==> config.mk <==
export PLATFORM = sky130hd
export DESIGN_NAME = hnf_rxchan
export DESIGN_NICKNAME = d
export VERILOG_FILES = /design/src/rtl/chi_pkg.sv /design/src/rtl/chi_rx_queue.sv /design/src/rtl/hnf_rxchan.sv
export SDC_FILE = /design/constraint.sdc
export NUM_CORES = 1
export LEC_CHECK = 0
export CORE_MARGIN = 3
export CORE_UTILIZATION = 55
export DETAILED_ROUTE_END_ITERATION = 10
export PLACE_DENSITY = 0.74
export SYNTH_ARGS = -nofsm -noshare
export SYNTH_HDL_FRONTEND = slang
export SYNTH_HIERARCHICAL = 1
export SYNTH_SLANG_ARGS = --single-unit
==> constraint.sdc <==
create_clock -name clock -period 9.02 [get_ports clock]
set_clock_uncertainty 0.1 [all_clocks]
set_input_delay 0.902 -clock clock [delete_from_list [all_inputs] [get_ports clock]]
set_output_delay 0.902 -clock clock [all_outputs]
set_load 0.03 [all_outputs]
==> src/rtl/chi_pkg.sv <==
// CHI link-layer shared definitions for the HN-F receive channels.
// Holds flit layouts, per-channel widths, TgtID offsets and credit defaults.
package chi_pkg;

    localparam int NODE_ID_W = 7;

    // Every flit starts with QoS[3:0] followed by TgtID.
    typedef struct packed {
        logic [66:0]          body;
        logic [NODE_ID_W-1:0] tgtid;
        logic [3:0]           qos;
    } reqflit_t;

    typedef struct packed {
        logic [37:0]          body;
        logic [NODE_ID_W-1:0] tgtid;
        logic [3:0]           qos;
    } rspflit_t;

    typedef struct packed {
        logic [296:0]         body;
        logic [NODE_ID_W-1:0] tgtid;
        logic [3:0]           qos;
    } datflit_t;

    localparam int REQ_FLIT_W = $bits(reqflit_t);
    localparam int RSP_FLIT_W = $bits(rspflit_t);
    localparam int DAT_FLIT_W = $bits(datflit_t);

    localparam int REQ_TGTID_LSB = 4;
    localparam int RSP_TGTID_LSB = 4;
    localparam int DAT_TGTID_LSB = 4;

    // numCreditsForHN defaults per receive channel.
    localparam int HN_REQ_CRD = 15;
    localparam int HN_RSP_CRD = 15;
    localparam int HN_DAT_CRD = 15;

endpackage

==> src/rtl/chi_rx_queue.sv <==
// In-order FIFO with arbitrary DEPTH and asynchronous active-low reset.
// Ports: wr_en/wr_data push, rd_en pops head rd_data; count/empty/full status.
module chi_rx_queue #(
    parameter int W     = 64,
    parameter int DEPTH = 8
) (
    input  logic                       clk,
    input  logic                       rst_n,
    input  logic                       wr_en,
    input  logic [W-1:0]               wr_data,
    input  logic                       rd_en,
    output logic [W-1:0]               rd_data,
    output logic [$clog2(DEPTH+1)-1:0] count,
    output logic                       empty,
    output logic                       full
);

    localparam int PW = (DEPTH > 1) ? $clog2(DEPTH) : 1;
    localparam int CW = $clog2(DEPTH+1);

    logic [W-1:0]  mem_q [DEPTH];
    logic [PW-1:0] wr_ptr_q, rd_ptr_q;
    logic [CW-1:0] count_q;
    logic          do_wr, do_rd;

    function automatic logic [PW-1:0] ptr_inc(input logic [PW-1:0] p);
        return (p == PW'(DEPTH-1)) ? '0 : p + 1'b1;
    endfunction

    assign empty = (count_q == '0);
    assign full  = (count_q == CW'(DEPTH));
    assign count = count_q;
    // Stale slots never leak out once the queue drains.
    assign rd_data = empty ? '0 : mem_q[rd_ptr_q];

    assign do_rd = rd_en & ~empty;
    assign do_wr = wr_en & (~full | do_rd);

    always_ff @(posedge clk) begin
        if (do_wr) mem_q[wr_ptr_q] <= wr_data;
    end

    always_ff @(posedge clk or negedge rst_n) begin
        if (!rst_n) begin
            wr_ptr_q <= '0;
            rd_ptr_q <= '0;
            count_q  <= '0;
        end else begin
            if (do_wr) wr_ptr_q <= ptr_inc(wr_ptr_q);
            if (do_rd) rd_ptr_q <= ptr_inc(rd_ptr_q);
            unique case ({do_wr, do_rd})
                2'b10:   count_q <= count_q + 1'b1;
                2'b01:   count_q <= count_q - 1'b1;
                default: count_q <= count_q;
            endcase
        end
    end

    always_ff @(posedge clk) begin
        if (rst_n) begin
            assert (!(wr_en && full && !rd_en))
                else $error("chi_rx_queue: write while full dropped");
        end
    end

endmodule

==> src/rtl/hnf_rxchan.sv <==
// CHI link-layer receive channel: issues L-credits, queues flits, flags errors.
// Ports: RXFLIT/RXFLITV/RXLCRDV link side, deq_* consumer side, status/errors.
module hnf_rxchan
    import chi_pkg::*;
#(
    parameter int                   FLIT_W    = 64,
    parameter int                   DEPTH     = 8,
    parameter int                   MAX_CRD   = 15,
    parameter int                   TGTID_LSB = 4,
    parameter logic [NODE_ID_W-1:0] NODE_ID   = 7'h0,
    parameter bit                   TGT_CHECK = 1'b1
) (
    input  logic                       clock,
    input  logic                       reset,
    input  logic [FLIT_W-1:0]          RXFLIT,
    input  logic                       RXFLITV,
    input  logic                       RXFLITPEND,
    output logic                       RXLCRDV,
    output logic [FLIT_W-1:0]          deq_flit,
    output logic                       deq_valid,
    input  logic                       deq_ready,
    output logic [$clog2(DEPTH+1)-1:0] occupancy,
    output logic [3:0]                 crd_out,
    output logic                       err_nocrd,
    output logic                       err_tgt,
    input  logic                       err_clr
);

    localparam int CW = $clog2(DEPTH+1);

    logic          lcrd_q, lcrd_d;
    logic [3:0]    crd_q, crd_d;
    logic          err_nocrd_q, err_nocrd_d;
    logic          err_tgt_q, err_tgt_d;
    logic [CW-1:0] occ_d;
    logic          tgt_ok, consume, accept, pop, empty, full;
    logic          unused_pend;

    assign unused_pend = RXFLITPEND;

    assign tgt_ok = !TGT_CHECK ||
                    (RXFLIT[TGTID_LSB +: NODE_ID_W] == NODE_ID);
    // A credited flit spends its credit even if the TgtID check drops it.
    assign consume = RXFLITV & (crd_q != 4'd0);
    assign accept  = consume & tgt_ok;
    assign pop     = deq_valid & deq_ready;

    chi_rx_queue #(
        .W     (FLIT_W),
        .DEPTH (DEPTH)
    ) u_queue (
        .clk     (clock),
        .rst_n   (reset),
        .wr_en   (accept),
        .wr_data (RXFLIT),
        .rd_en   (pop),
        .rd_data (deq_flit),
        .count   (occupancy),
        .empty   (empty),
        .full    (full)
    );

    assign deq_valid = ~empty;

    always_comb begin
        occ_d = occupancy
              + CW'(accept & (~full | pop))
              - CW'(pop);
        crd_d = crd_q + 4'(lcrd_q) - 4'(consume);
        // Next grant keeps crd_out + occupancy within DEPTH.
        lcrd_d = ((int'(crd_d) + int'(occ_d)) < DEPTH) &&
                 (int'(crd_d) < MAX_CRD);
        err_nocrd_d = (RXFLITV & (crd_q == 4'd0)) |
                      (err_nocrd_q & ~err_clr);
        err_tgt_d   = (consume & ~tgt_ok) |
                      (err_tgt_q & ~err_clr);
    end

    always_ff @(posedge clock or negedge reset) begin
        if (!reset) begin
            lcrd_q      <= 1'b0;
            crd_q       <= 4'd0;
            err_nocrd_q <= 1'b0;
            err_tgt_q   <= 1'b0;
        end else begin
            lcrd_q      <= lcrd_d;
            crd_q       <= crd_d;
            err_nocrd_q <= err_nocrd_d;
            err_tgt_q   <= err_tgt_d;
        end
    end

    assign RXLCRDV   = lcrd_q;
    assign crd_out   = crd_q;
    assign err_nocrd = err_nocrd_q;
    assign err_tgt   = err_tgt_q;

endmodule
After elaboration in Yosys (flattened, before gate mapping)
Memories as Yosys holds them, arrays and structs flattened.
Index checks and enable logic that the tools add are counted.
{ "word_totals": {"wordCells": 55, "memories": 1, "in_bits": 70, "register_bits": 17, "ram_bits": 512, "output_inout_bits": 76} }
{ "classes": {"mux": 6, "magnitude_cmp": 2, "n_eq_ne": 5, "addsub": 9, "n_reduce_logical": 6, "n_bitwise": 19} }
{ "mem_list": {"columns": ["memory", "words", "width", "rd", "rd_clocked_by_memory_dff", "write_ports", "line_no", "text"], "rows": [
  ["u_queue.mem_q", 8, 64, 1, 0, 1, "chi_rx_queue.sv:21", "logic [W-1:0] mem_q [DEPTH];"]
]} }
{ "op_table": {"columns": ["op", "n"], "rows": [
  ["$mux W64", 1],
  ["$and A1 B1 Y1", 9],
  ["$logic_not A4 Y1", 2],
  ["$pmux W4 S2", 1],
  ["$sub A4 B1 Y4", 2],
  ["$logic_not A7 Y1", 1],
  ["$add A3 B1 Y3 const B", 2],
  ["$eq A3 B3 Y1 const B", 2],
  ["$mux W3", 2],
  ["$add A4 B4 Y5", 1],
  ["$lt A5 B4 Y1 const B", 1],
  ["$add A4 B1 Y4", 1],
  ["$add A4 B1 Y4 const B", 1],
  ["$add A4 B4 Y4", 1],
  ["$and A1 B4 Y4", 1],
  ["$eq A4 B4 Y1 const B", 1],
  ["$lt A4 B4 Y1 const B", 1],
  ["$not A1 Y1", 4],
  ["$not A1 Y4", 1],
  ["$or A4 B1 Y4", 1],
  ["$reduce_bool A4 Y1", 1],
  ["$sub A4 B1 Y4 const B", 1],
  ["$or A1 B1 Y1", 3],
  ["$eq A2 B1 Y1 const B", 1],
  ["4 further kinds", 5]
]} }

Logic depth before layout (Yosys ltp)
{ "depth": {"depth_word": 10, "depth_mapped": 16, "depth_no_buf": 15} }

Cells and area by module
Netlist, hierarchy kept.
{ "by_module_without_submodules": {"columns": ["module", "cells_per_inst", "instances", "area_per_inst_um2", "seq_area_each_um2"], "rows": [
  ["chi_rx_queue", 881, 1, 20059.2, 15625.0],
  ["hnf_rxchan", 68, 1, 626.9, 175.2]
]} }

Worst setup path after synthesis
OpenSTA, ideal clock, no wires.
{ "synth_path": {"path_kind": "input to register", "from": "in RXFLIT[6]", "to": "mem u_queue.mem_q[0][0] (enable)", "setup_ns": 0.565, "t_arrival_ns": 6.510, "cell_stages": 6, "n_path_buf": 0, "t_required_ns": 8.355, "setup_slack_ns": 1.845, "cell_sequence": "nor4_1 -> nand2_1 -> nor2_1 -> o21ai_2 -> or2_2 -> nor3_1"} }
{ "synth_between": {"elab_chain_cells": 5} }
{ "synth_rtl": {"columns": ["element", "line_no", "text"], "rows": [
  ["start: declaration", "hnf_rxchan.sv:15", "input logic [FLIT_W-1:0] RXFLIT,"],
  ["$logic_not A7 Y1", "hnf_rxchan.sv:42", "(RXFLIT[TGTID_LSB +: NODE_ID_W] == NODE_ID);"],
  ["$and A1 B1 Y1", "hnf_rxchan.sv:45", "assign accept = consume & tgt_ok;"],
  ["via accept", "hnf_rxchan.sv:36", "logic tgt_ok, consume, accept, pop, empty, full;"],
  ["$and A1 B1 Y1", "chi_rx_queue.sv:37", "assign do_wr = wr_en & (~full | do_rd);"],
  ["$mux W1", "chi_rx_queue.sv:40", "if (do_wr) mem_q[wr_ptr_q] <= wr_data;"],
  ["$mux W1 (implied by the code)", "chi_rx_queue.sv:40", null],
  ["end: declaration", "chi_rx_queue.sv:21", null]
]} }
The timed path passes the listed nets, and every way through them passes these cells.

Worst setup path after layout
{ "layout_path": {"from": "reg u_queue.rd_ptr_q[0]", "to": "out deq_flit[0]"} }
{ "layout_between": {"elab_chain_cells": 2} }
{ "layout_rtl": {"columns": ["element", "line_no", "text"], "rows": [
  ["start: declaration", "chi_rx_queue.sv:22", "logic [PW-1:0] wr_ptr_q, rd_ptr_q;"],
  ["start signal: assignment", "chi_rx_queue.sv:50", "if (do_rd) rd_ptr_q <= ptr_inc(rd_ptr_q);"],
  ["$mem_v2 Z8 W64", null, null],
  ["$mux W64", "chi_rx_queue.sv:34", "assign rd_data = empty ? '0 : mem_q[rd_ptr_q];"],
  ["end: declaration", "hnf_rxchan.sv:19", "output logic [FLIT_W-1:0] deq_flit,"]
]} }
No other way between the ends.

==> impl_metrics.env <==
export IMPL_synth_edff_count=512
export IMPL_start_kind="register"
export IMPL_fin_util_pct=65.8
export IMPL_worstSkewPairLatency_ns=0.55
export IMPL_grt_pass1_vias=10000
export IMPL_slew_viol_final=0
export IMPL_synth_cell_types=43
export IMPL_cpPeakStageDelay_ns=0.77
export IMPL_grt_pass1_wl_um=60400
export IMPL_fin_crit_sh_pct=59.1
export IMPL_antenna_found_initial=2
export IMPL_avgViaCountPerCell=5.75
export IMPL_ant_nets=0
export IMPL_maxCapViolCount=0
export IMPL_vias=9563
export IMPL_finalSetupTns_ns=0
export IMPL_drt_iter0_markers=597
export IMPL_place_congestion=0.736
export IMPL_drt_pass1_iterations=5
export IMPL_crit_family="buffers and inverters"
export IMPL_cellLeakagePower_nw=7.93
export IMPL_wire_per_inst_um=23.9
export IMPL_post_dp_hpwl_um=21200
export IMPL_drive_above_1_share_pct=19.6
export IMPL_die_h_um=200
export IMPL_ff2ff_path_depth=15
export IMPL_clkSinkCount=529
export IMPL_io_buffers=144
export IMPL_clk_pin_slew_ns=0.06
export IMPL_hold_depth=2
export IMPL_post_cts_buffers=0
export IMPL_cp_cell_sequence="buf_4 > buf_4 > mux4_2 > mux2i_1 > nor2_1 > clkdlybuf4s50_1"
export IMPL_cts_tree="built"
export IMPL_crit_arrival_ns=4.33
export IMPL_drt_total_wl_um=39700
export IMPL_max_vdd_ir_drop_uv=273
export IMPL_areaGrowthSynthToFinish_pct=17.2
export IMPL_cp_slowest_cell="dfrtp_4"
export IMPL_async_flop_share_pct=3.21
export IMPL_cts_root_buf="clkbuf_16"
export IMPL_yosys_warnings=6
export IMPL_num_io_pins=146
export IMPL_outcome="complete, no violations"
export IMPL_clockBufferDepth=3
export IMPL_drc=0
export IMPL_tightestPinTransition_ns=1.14
export IMPL_postSynthCellCount=949
export IMPL_num_rows=70
export IMPL_fp_dieArea_um2=40000
export IMPL_synth_seq_cells=529
export IMPL_min_delay_path_class="reg2reg"
export IMPL_worstSetupEndpointType="primary output"
export IMPL_fin_nets=1211
export IMPL_cp_num_cells=6
export IMPL_fp_dieW_um=200
export IMPL_cts_resized=0
export IMPL_core_um2=36900
export IMPL_finalSetupViolCount=0
export IMPL_grt_ovfl_total=0
export IMPL_fmax_mhz=188
export IMPL_syn_avg_cell_area_um2=21.8
export IMPL_initial_utilization_pct=56.1
export IMPL_crit_type="reg2out"
export IMPL_hold_buffers=0
export IMPL_netlist_area_um2=20700
export IMPL_crit_top_cell="buf_4"
export IMPL_powerDensity_nw_per_um2=308
export IMPL_period_needed_ns=5.33
export IMPL_cts_buffers=52
export IMPL_grt_max_degree=69
export IMPL_worst_path_max_fanout=37
export IMPL_worst_path_buf_inv=3
export IMPL_hold_viol_final=0
export IMPL_grt_setup_unrepaired="false"
export IMPL_track_usage_pct=20.4
export IMPL_synth_ff_type="edfxtp_1"
export IMPL_num_fill_cells=2464
export IMPL_worstPathRequired_ns=8.02
export IMPL_cts_htree_levels=2
export IMPL_seq_area_frac_synth_pct=76.4
export IMPL_max_slew_margin_pct=23.7
export IMPL_syn_num_nets=1040
-- cells in the final DEF, fill, tap and decap left out, types with 2 or more instances in the layout --
cell	Yosys	routed
a21o_1	3	3
a21oi_1	4	4
buf_4	10	16
clkbuf_1	7	12
clkbuf_16	0	53
clkdlybuf4s50_1	0	144
clkinv_1	0	16
clkinv_2	0	8
clkinvlp_4	0	2
dfrtp_1	17	14
dfrtp_4	0	3
edfxtp_1	512	512
fa_1	3	3
ha_1	18	18
inv_1	20	20
mux2_1	2	2
mux2i_1	67	67
mux4_2	128	128
nand2_1	10	10
nand2b_1	7	7
nand3_1	3	3
nor2_1	73	66
nor2_4	0	7
nor2b_1	2	2
nor3_1	5	3
nor3_2	0	2
nor3b_1	2	2
o21ai_0	3	3
or3_1	2	2
xnor2_1	5	5
xor2_1	2	2
-- logic make-up after synthesis --
kind of cell    after synthesis  synth area share [%]
fa+ha+maj                    21                  1.38
flops                       529                  76.4
simple gates                111                  2.36
compound gates               20                 0.817
mux                         198                  17.3
xor+xnor                      7                 0.296
buf+inv                      63                  1.43
-- tightest hold or removal path, cell delays in order, from the launching register on --
cell	delay (ns)
dfrtp_1	0.37
inv_1	0.05
o22ai_1	0.06
-- cell type report --
class,instances,area [µm²],area share [%]
Tap cell,504,631,2.60
Inverter,20,75.1,0.310
Clock buffer,65,1370,5.65
Clock inverter,27,145,0.598
Multi-Input combinational cell,357,4650,19.2
Antenna cell,1,2.50,0.0103
Sequential cell,529,15800,65.2
Timing Repair Buffer,160,1560,6.44
-- per-layer routing --
metal  global-route usage (%)  wire [µm]  vias to the layer above  part of all wire, %
met4                     4.37        665                        4                  1.7
met2                     33.6      20100                      221                   51
li1                         -          -                     4243                    -
met5                        0         28                        -                0.071
met3                     3.58       2040                       56                  5.1
met1                     29.4      16900                     5039                   43
-- sequential cells by signal, indices dropped and copies added (netlist names) --
name,flops
u_queue/rd_ptr_q,3
err_nocrd,1
u_queue/wr_ptr_q,3
crd_out,4
err_tgt,1
u_queue/mem_q,512
u_queue/count,4
RXLCRDV,1
-- synthesized netlist by cell type (9+ instances only) --
library cell  number  area, µm²
ha_1              18        225
mux2i_1           67        671
inv_1             20       75.1
nor2_1            73        274
buf_4             10       75.1
buf_1              9       33.8
mux4_2           128       2880
edfxtp_1         512      15400
buf_2             17       85.1
nand2_1           10       37.5
dfrtp_1           17        425
-- report_power, final --
group          switching (W)  internal (W)  total [W]
Clock               0.000833       0.00110    0.00193
Combinational        0.00140       0.00124    0.00264
Sequential          0.000164       0.00273    0.00289
Total                0.00240       0.00507    0.00747
-- through the flow --
| step | instance area, µm² | total power [W] | hold slack [ns] | worst slack (ns) | instances |
|---|---|---|---|---|---|
| 2_1_floorplan | 20700 | 0.00474 | 0.396 | 1.85 | 949 |
| 3_3_place_gp | 22700 | 0.00560 | 0.422 | 3.86 | 1570 |
| 3_5_place_dp | 22700 | 0.00563 | 0.419 | 3.83 | 1570 |
| 4_1_cts | 24200 | 0.00757 | 0.429 | 3.52 | 1662 |
| 5_1_grt | 24200 | 0.00783 | 0.458 | 3.31 | 1662 |
| 6_report | 24300 | 0.00747 | 0.425 | 3.69 | 1663 |
-- path summary, 6_finish.rpt --
check                                    start                   to  slack, ns
max in group asynchronous                reset  u_queue/rd_ptr_q[0]       7.52
min                                    err_tgt              err_tgt       0.43
max reg2reg                   u_queue/count[0]              RXLCRDV       4.29
min in group asynchronous                reset     u_queue/count[2]       0.72
max                        u_queue/rd_ptr_q[0]          deq_flit[0]       3.69
min reg2reg                            err_tgt              err_tgt       0.43
Note: power is estimated with default switching activity, not from simulation.
